[src/rtl/sprite_scan_chain.sv]
// sprite_scan_chain: per-line OAM scan keeping up to SLOTS visible sprites, then X-match queries with valid/ready hits.
// Optional SPRITE_OVF_EN adds ovf/dropped overflow reporting.
module sprite_scan_chain #(
  parameter int SLOTS = 10,
  parameter int OAM_ENTRIES = 40,
  parameter int AW = 7
) (
  input  logic          clk,
  input  logic          rst,
  input  logic          scan_start,
  input  logic [7:0]    ly,
  input  logic          cfg_tall,
  output logic [AW-1:0] oam_addr,
  input  logic [15:0]   oam_d,
  output logic          scan_busy,
  output logic          scan_done,
  input  logic          q_en,
  input  logic [7:0]    q_x,
  output logic          hit_valid,
  output logic [14:0]   hit_data,
  input  logic          hit_ready,
  output logic [4:0]    count
`ifdef SPRITE_OVF_EN
  ,
  output logic          ovf,
  output logic [5:0]    dropped
`endif
);
  localparam logic [1:0] IDLE = 2'd0, SCAN = 2'd1, READY = 2'd2;
  localparam logic [AW-1:0] LAST = AW'(2 * OAM_ENTRIES - 1);
  logic [1:0] state;
  logic [7:0] ly_r, ey, ex, dy;
  logic tall_r, vis, take, keep;
  logic [3:0] rowc, sel;
  logic [14:0] ent;
  logic [SLOTS-1:0] cons;
  logic [7:0] slot_x [SLOTS];
  logic [14:0] slot_d [SLOTS];
  always_comb begin
    scan_busy = state == SCAN;
    scan_done = scan_busy & (oam_addr == LAST) & ~scan_start;
    dy = ly_r - (ey - 8'd16);
    vis = dy < (tall_r ? 8'd16 : 8'd8);
    rowc = oam_d[14] ? ~dy[3:0] : dy[3:0];
    ent = {rowc[2:0], tall_r ? {oam_d[7:1], rowc[3]} : oam_d[7:0], oam_d[15:12]};
    take = scan_busy & oam_addr[0] & vis & ~scan_start;
    keep = take & (count < 5'(SLOTS));
  end
  // Walk downward so the lowest-index match wins.
  always_comb begin
    hit_valid = 1'b0;
    hit_data = '0;
    sel = '0;
    for (int i = SLOTS - 1; i >= 0; i--)
      if (state == READY && q_en && 5'(i) < count && !cons[i] && slot_x[i] == q_x) begin
        hit_valid = 1'b1;
        hit_data = slot_d[i];
        sel = 4'(i);
      end
  end
  always_ff @(posedge clk or posedge rst)
    if (rst) begin
      state <= IDLE;
      oam_addr <= '0;
      count <= '0;
      cons <= '0;
      ly_r <= '0;
      tall_r <= 1'b0;
      ey <= '0;
      ex <= '0;
    end else if (scan_start) begin
      state <= SCAN;
      oam_addr <= '0;
      count <= '0;
      cons <= '0;
      ly_r <= ly;
      tall_r <= cfg_tall;
    end else if (scan_busy) begin
      oam_addr <= scan_done ? '0 : oam_addr + 1'b1;
      if (scan_done) state <= READY;
      if (!oam_addr[0]) {ex, ey} <= oam_d;
      if (keep) count <= count + 5'd1;
    end else if (hit_valid && hit_ready)
      cons[sel] <= 1'b1;
  always_ff @(posedge clk)
    if (keep) begin
      slot_x[count[3:0]] <= ex;
      slot_d[count[3:0]] <= ent;
    end
`ifdef SPRITE_OVF_EN
  always_ff @(posedge clk or posedge rst)
    if (rst) dropped <= '0;
    else if (scan_start) dropped <= '0;
    else if (take && !keep && dropped != 6'd63) dropped <= dropped + 6'd1;
  assign ovf = |dropped;
`endif
endmodule
[config.mk]
export PLATFORM = sky130hd
export DESIGN_NAME = sprite_scan_chain
export DESIGN_NICKNAME = d
export VERILOG_FILES = /design/src/rtl/sprite_scan_chain.sv
export SDC_FILE = /design/constraint.sdc
export NUM_CORES = 1
export LEC_CHECK = 0
export CAP_MARGIN = 20
export CORE_MARGIN = 3
export CORE_UTILIZATION = 45
export DETAILED_ROUTE_END_ITERATION = 6
export GPL_ROUTABILITY_DRIVEN = 0
export GPL_TIMING_DRIVEN = 0
export PLACE_DENSITY = 0.67
export SLEW_MARGIN = 10
export SYNTH_ARGS = -nofsm -noshare
export SYNTH_HDL_FRONTEND = slang
export SYNTH_SLANG_ARGS = --single-unit
[constraint.sdc]
create_clock -name clk -period 6.05 [get_ports clk]
set_input_delay 1.21 -clock clk [delete_from_list [all_inputs] [get_ports clk]]
set_output_delay 1.21 -clock clk [all_outputs]
set_load 0.02 [all_outputs]
==> run_results.csv, run 1 <==
group,metric,value,unit
timing,finalHoldViolations,0,
cells_and_area,final_cells,1373,
setup_path,reg2reg_to,"slot_d[3][3]",
die,die_h,171,um
logic_synthesis,syn_inst,918,
logic_synthesis,synth_top_cell_area_share,0.563,
setup_path,required,4.84,ns
route,antenna_left,0,
timing,rsz0062_at_grt,"no",
route,wl,31000,um
worst_hold_path,hold_depth,1,
outcome,status,"completed",
grt,grt_pass1_wl,47600,um
clock_tree,insertion_delay,0.54,ns
worst_hold_path,hp-class,"reg2reg",
cells_and_area,antenna_cells,0,
route,vias_per_cell,5.70,
logic_synthesis,synthMostInstantiatedCell,"edfxtp_1",
pwr,p_int,3.42,mW
die,design.core.area,0.0264,mm^2
timing,max_slew_margin,0.303,
logic_synthesis,synth_nets,976,
route,wl_per_cell,22.6,um
die,ioPinCount,68,
setup_path,r2r_start,"ly_r[2]",
logic_synthesis,yosysWarningCount,0,
grt,grt_max_degree,36,
timing,max_freq,0.170,GHz
timing,fin_crit_sh,0.971,
pwr,power_leakage,5.21,nW
grt,antenna_found_initial,0,
route,vias,7824,
die,die-width,171,um
clock_tree,cts_max_level,1,
clock_tree,cts_tree,"yes",
cells_and_area,drive_gt1_frac,0.140,
setup_path,crit_type,"in2out",
grt,grt_pass1_vias,7879,
die,rows,59,
place,io_buffers,59,
pwr,switching_share,0.219,
setup_path,start_kind,"input pin",
timing,tightest_slew,1.04,ns
setup_path,critical-path-max-stage-delay,0.71,ns
timing,setup_tns,0,ns
pwr,vdd_drop_max,0.000320,V
setup_path,cp_slowest_cell,"nor4_1",
cells_and_area,fin_nets,1074,
setup_path,path_buf_inv,2,
die,start_util,0.464,
logic_synthesis,synth_edf_count,230,
job,drv_cap,0,
route,first_pass_iters,5,
setup_path,cp.arrival,4.66,ns
logic_synthesis,synth-main-ff-cell,"edfxtp_1",
cells_and_area,area_delta_synth_final,19.0,%
die,dieArea,0.0293,mm^2
logic_synthesis,avgSynthCellArea,13.4,um^2
worst_hold_path,whs_endpoint,"cons[6]",
clock_tree,clock-sinks,279,
clock_tree,clk_pin_slew,0.06,ns
logic_synthesis,synth_top_cell_by_area,"edfxtp_1",
place,hpwlAfterDp,20000,um
logic_synthesis,synthAdderAreaFrac,0.0210,
setup_path,r2r_slack,2.00,ns
grt,overflow,0,
pwr,power.share.clock,0.428,
logic_synthesis,seq_area_frac_synth,0.663,
route,drc,0,
logic_synthesis,synth-simple-area-share,0.0983,
logic_synthesis,synth_area,0.0123,mm^2
pwr,power_switching,0.962,mW
cells_and_area,utilization,0.552,
logic_synthesis,synth.distinct_cells,66,
timing,slew_viol_final,0,
logic_synthesis,ys_ff_latch,279,
grt,grt_usage,0.216,
logic_synthesis,synthArstFlopShare,0.176,
setup_path,worstPathMaxFanout,9,
timing,hold_ws,0.495,ns
setup_path,r2r_cells,14,
logic_synthesis,yosys-top-cells-count,"edfxtp_1, nor2_1, xor2_1",
logic_synthesis,muxShareOfSynthArea,0.0165,
pwr,p_seq_frac,0.504,
clock_tree,hold_buffers,0,
setup_path,crit_top_cell,"clkdlybuf4s50_1",
route,drtIter0Drc,723,
clock_tree,clk_path_buf_depth,3,
pwr,p_comb_frac,0.067,
logic_synthesis,synth-xor-area-share,0.0664,
logic_synthesis,synth_compound_area_frac,0.0920,
pwr,powerDensity,300,mW/mm^2
setup_path,cp_cell_sequence,"clkdlybuf4s50_1 -> nand3b_2 -> nor4_1 -> nand4_1 -> nand3_1 -> nand2_1 -> mux2_2 -> a31oi_1 -> o21ai_0 -> clkdlybuf4s50_1",
clock_tree,root_buffer,"clkbuf_16",
timing,min_period,5.87,ns
logic_synthesis,synth_top_family_by_area,"simple AND/OR/NAND/NOR gates",
place,dp.cells,1320,
timing,setup_violations,0,
logic_synthesis,ys_top_cells_by_area,"edfxtp_1, dfrtp_1, xor2_1, nor2_1, nand2_1",
setup_path,crit_family,"simple AND/OR/NAND/NOR gates",
setup_path,crit_path_end_kind,"primary output",
worst_hold_path,min-delay-start,"cons[6]",
timing,fin_skew,0.0103,ns
clock_tree,numCtsBuffers,29,
-- cell usage in the layout (no fill, tap or decap), types with 11 or more instances in the layout --
master | netlist | layout
xor2_1 | 85 | 85
a31o_1 | 12 | 12
a32oi_1 | 14 | 14
mux2_2 | 18 | 18
clkbuf_1 | 13 | 13
edfxtp_1 | 230 | 230
nor3_1 | 11 | 11
ha_1 | 19 | 19
o21ai_0 | 49 | 49
clkbuf_8 | 7 | 15
clkdlybuf4s50_1 | 0 | 59
clkbuf_16 | 0 | 32
nor4_1 | 17 | 16
buf_4 | 11 | 11
nand2_1 | 72 | 72
o2111ai_1 | 16 | 16
dfrtp_1 | 49 | 49
nand3_1 | 16 | 16
a21oi_1 | 36 | 36
nor2_1 | 93 | 85
inv_1 | 38 | 37
-- power groups by stage --
stage / registers, mW / logic [mW] / clock network, mW
2_1_floorplan: 2.23 / 0.185 / 0
3_3_place_gp: 2.25 / 0.282 / 0
3_5_place_dp: 2.25 / 0.291 / 0
4_1_cts: 2.21 / 0.295 / 1.90
5_1_grt: 2.22 / 0.329 / 1.98
6_report: 2.21 / 0.295 / 1.88
-- layer usage --
layer | wire length, um | part of all wire | GRT usage | vias to the layer above
met4 | 670 | 0.022 | 0.0553 | 0
met2 | 14200 | 0.46 | 0.332 | 337
met3 | 2880 | 0.093 | 0.0462 | 55
met1 | 13300 | 0.43 | 0.316 | 3867
met5 | 0 | 0 | 0 | -
li1 | - | - | - | 3565
-- cell type report --
cell class | instances | area (um^2)
Multi-Input combinational cell | 553 | 3680
Buffer | 46 | 374
Fill cell | 2126 | 11800
Tap cell | 335 | 419
Clock buffer | 40 | 911
Clock inverter | 13 | 134
Inverter | 40 | 150
Sequential cell | 279 | 8130
Timing Repair Buffer | 67 | 803
-- per-stage QoR --
stage	power, mW	setup WS [ns]	area [um^2]
3_3_place_gp	2.53	-0.0562	13300
5_1_grt	4.53	0.0472	14600
4_1_cts	4.40	0.0297	14600
2_1_floorplan	2.41	1.79	12300
6_report	4.38	0.178	14600
3_5_place_dp	2.54	0.0627	13500
-- kinds of logic after synthesis --
logic type,Yosys count
mux,18
buf+inv,86
xor+xnor,93
fa+ha+maj,20
simple gates,252
flops,279
compound gates,170
-- sequential cells by signal (all words and copies together) (netlist names) --
name / count
ex: 8
cons: 10
oam_addr: 7
tall_r: 1
slot_d: 150
ey: 8
ly_r: 8
count: 5
state: 2
slot_x: 80
-- worst max-delay path by stage --
stage / startpoint / endpoint / slack, ns / depth (start not counted)
2_1_floorplan: q_x[0] / hit_data[10] / 1.79 / 9
3_3_place_gp: q_en / hit_data[11] / -0.06 / 10
3_5_place_dp: q_en / hit_data[13] / 0.06 / 10
4_1_cts: q_en / hit_data[11] / 0.03 / 10
5_1_grt: q_en / hit_data[10] / 0.05 / 11
6_report: q_en / hit_data[13] / 0.18 / 10
-- repair_timing --
| action | 4_1_cts | 5_1_grt |
|---|---|---|
| setup buffers | 0 | 0 |
| resized for setup | 0 | 1 |
| endpoints found under the setup margin | 0 | 9 |
(Power assumes the default switching activity.)
==> run 2, diff against run 1 <==
--- a/config.mk
+++ b/config.mk
@@ -5,13 +5,14 @@
 export SDC_FILE = /design/constraint.sdc
 export NUM_CORES = 1
 export LEC_CHECK = 0
-export CAP_MARGIN = 20
+export CAP_MARGIN = 25
 export CORE_MARGIN = 3
 export CORE_UTILIZATION = 45
 export DETAILED_ROUTE_END_ITERATION = 6
 export GPL_ROUTABILITY_DRIVEN = 0
 export GPL_TIMING_DRIVEN = 0
 export PLACE_DENSITY = 0.67
+export SKIP_CTS_REPAIR_TIMING = 1
 export SLEW_MARGIN = 10
 export SYNTH_ARGS = -nofsm -noshare
 export SYNTH_HDL_FRONTEND = slang
==> constraint.sdc (replaced) <==
create_clock -name clk -period 7.6 [get_ports clk]
set_input_delay 1.52 -clock clk [delete_from_list [all_inputs] [get_ports clk]]
set_output_delay 1.52 -clock clk [all_outputs]
set_load 0.02 [all_outputs]
==> run 2 against run 1 <==
Net effect: flip-flop and latch count unchanged; power down 23%; cell area down 0.79%; count of clock-buffer cells in the layout down 5; die area unchanged; first-iteration DRC count down 5.3%; clock skew up 0.0072 ns; non-clock buffer count unchanged; register-to-register slack better by 1.6 ns; global-route usage down 0.074 points; largest cell class unchanged; highest routed layer unchanged.
==> run_results.csv, run 2 (synthesized netlist as in run 1, its figures left out) <==
group,metric,value,unit
grt,grt_usage,0.215,
cells_and_area,final_cells,1372,
setup_path,crit_path_end_kind,"primary output",
timing,setup_violations,0,
timing,setup_slack,0.969,ns
timing,setup_tns,0,ns
setup_path,cp.arrival,5.11,ns
route,drtIter0Drc,685,
die,die-width,171,um
pwr,vdd_drop_max,0.000163,V
setup_path,crit_type,"in2out",
clock_tree,numCtsBuffers,28,
die,ioPinCount,68,
cells_and_area,antenna_cells,0,
grt,antenna_found_initial,0,
timing,fin_skew,0.0175,ns
route,first_pass_iters,6,
die,start_util,0.464,
timing,hold_ws,0.490,ns
cells_and_area,final_cell_mix,"edfxtp_1, xor2_1, nor2_1",
clock_tree,clk_pin_slew,0.06,ns
cells_and_area,area_delta_synth_final,18.1,%
clock_tree,clock-sinks,279,
cells_and_area,largest_reg_flops,150,
die,die_h,171,um
job,drv_cap,0,
place,hpwlAfterDp,20000,um
timing,slew_viol_final,0,
route,vias,7841,
route,wl_per_cell,22.6,um
pwr,powerDensity,233,mW/mm^2
place,io_buffers,59,
clock_tree,root_buffer,"clkbuf_16",
setup_path,start_kind,"input pin",
outcome,status,"completed",
clock_tree,cts_tree,"yes",
die,rows,59,
route,wl,31000,um
timing,finalHoldViolations,0,
pwr,power_leakage,5.14,nW
cells_and_area,utilization,0.548,
timing,tightest_slew,1.10,ns
worst_hold_path,hp-class,"reg2reg",
timing,max_slew_margin,0.248,
route,vias_per_cell,5.72,
grt,grt_max_degree,36,
place,dp.cells,1320,
cells_and_area,fin_nets,1073,
cells_and_area,drive_gt1_frac,0.136,
clock_tree,insertion_delay,0.54,ns
setup_path,required,6.08,ns
timing,min_period,6.63,ns
clock_tree,cts_max_level,1,
die,dieArea,0.0293,mm^2
setup_path,worstPathMaxFanout,9,
clock_tree,clk_path_buf_depth,3,
grt,grt_pass1_wl,47500,um
place,place_ws,0.997,ns
grt,grt_pass1_vias,7847,
grt,overflow,0,
route,antenna_left,0,
route,drc,0,
timing,max_freq,0.151,GHz
cells_and_area,layout_commonest_cell,"edfxtp_1",
die,design.core.area,0.0264,mm^2
timing,rsz0062_at_grt,"no",
timing,fin_crit_sh,0.872,
## run 2: path summary, 6_finish.rpt
kind	startpoint	cells after the start	slack, ns	end
max	q_en	10	0.97	hit_data[13]
min	cons[6]	1	0.49	cons[6]
max reg2reg	ly_r[2]	14	3.56	slot_d[3][0]
min reg2reg	cons[6]	1	0.49	cons[6]
max in group asynchronous	rst	3	5.82	ex[4]
min in group asynchronous	rst	2	1.28	count[2]
## run 2: stage by stage
| step | total power, mW | area, um^2 |
|---|---|---|
| 6_report | 3.37 | 14500 |
| 5_1_grt | 3.49 | 14500 |
| 4_1_cts | 3.39 | 14500 |
| 3_5_place_dp | 2.02 | 13500 |
| 3_3_place_gp | 2.02 | 13300 |
| 2_1_floorplan | 1.92 | 12300 |
## run 2: layout make-up
class	count	area [um^2]
Clock buffer	35	788
Fill cell	2153	11900
Sequential cell	279	8130
Clock inverter	17	148
Tap cell	335	419
Multi-Input combinational cell	553	3670
Timing Repair Buffer	67	803
Buffer	46	374
Inverter	40	150
## run 2: power breakdown
group / internal [mW] / switching (mW)
clock network: 0.803 / 0.576
logic: 0.0943 / 0.138
registers: 1.72 / 0.0377
## run 2: critical path, cell delays in order
cell and delay [ns]:
clkdlybuf4s50_1 0.47, nand3b_2 0.29, nor4_1 0.65, nand3_2 0.40, inv_2 0.30, nor3_1 0.08
o21ai_0 0.17, o211ai_1 0.11, o21ai_0 0.41, clkdlybuf4s50_1 0.70
## run 2: layer usage
layer / global-route usage / vias to the layer above / part of all wire
met1: 0.315 / 3915 / 0.43
met3: 0.0400 / 52 / 0.084
met5: 0 / - / 0
met2: 0.335 / 326 / 0.46
li1: - / 3548 / -
met4: 0.0567 / 0 / 0.024
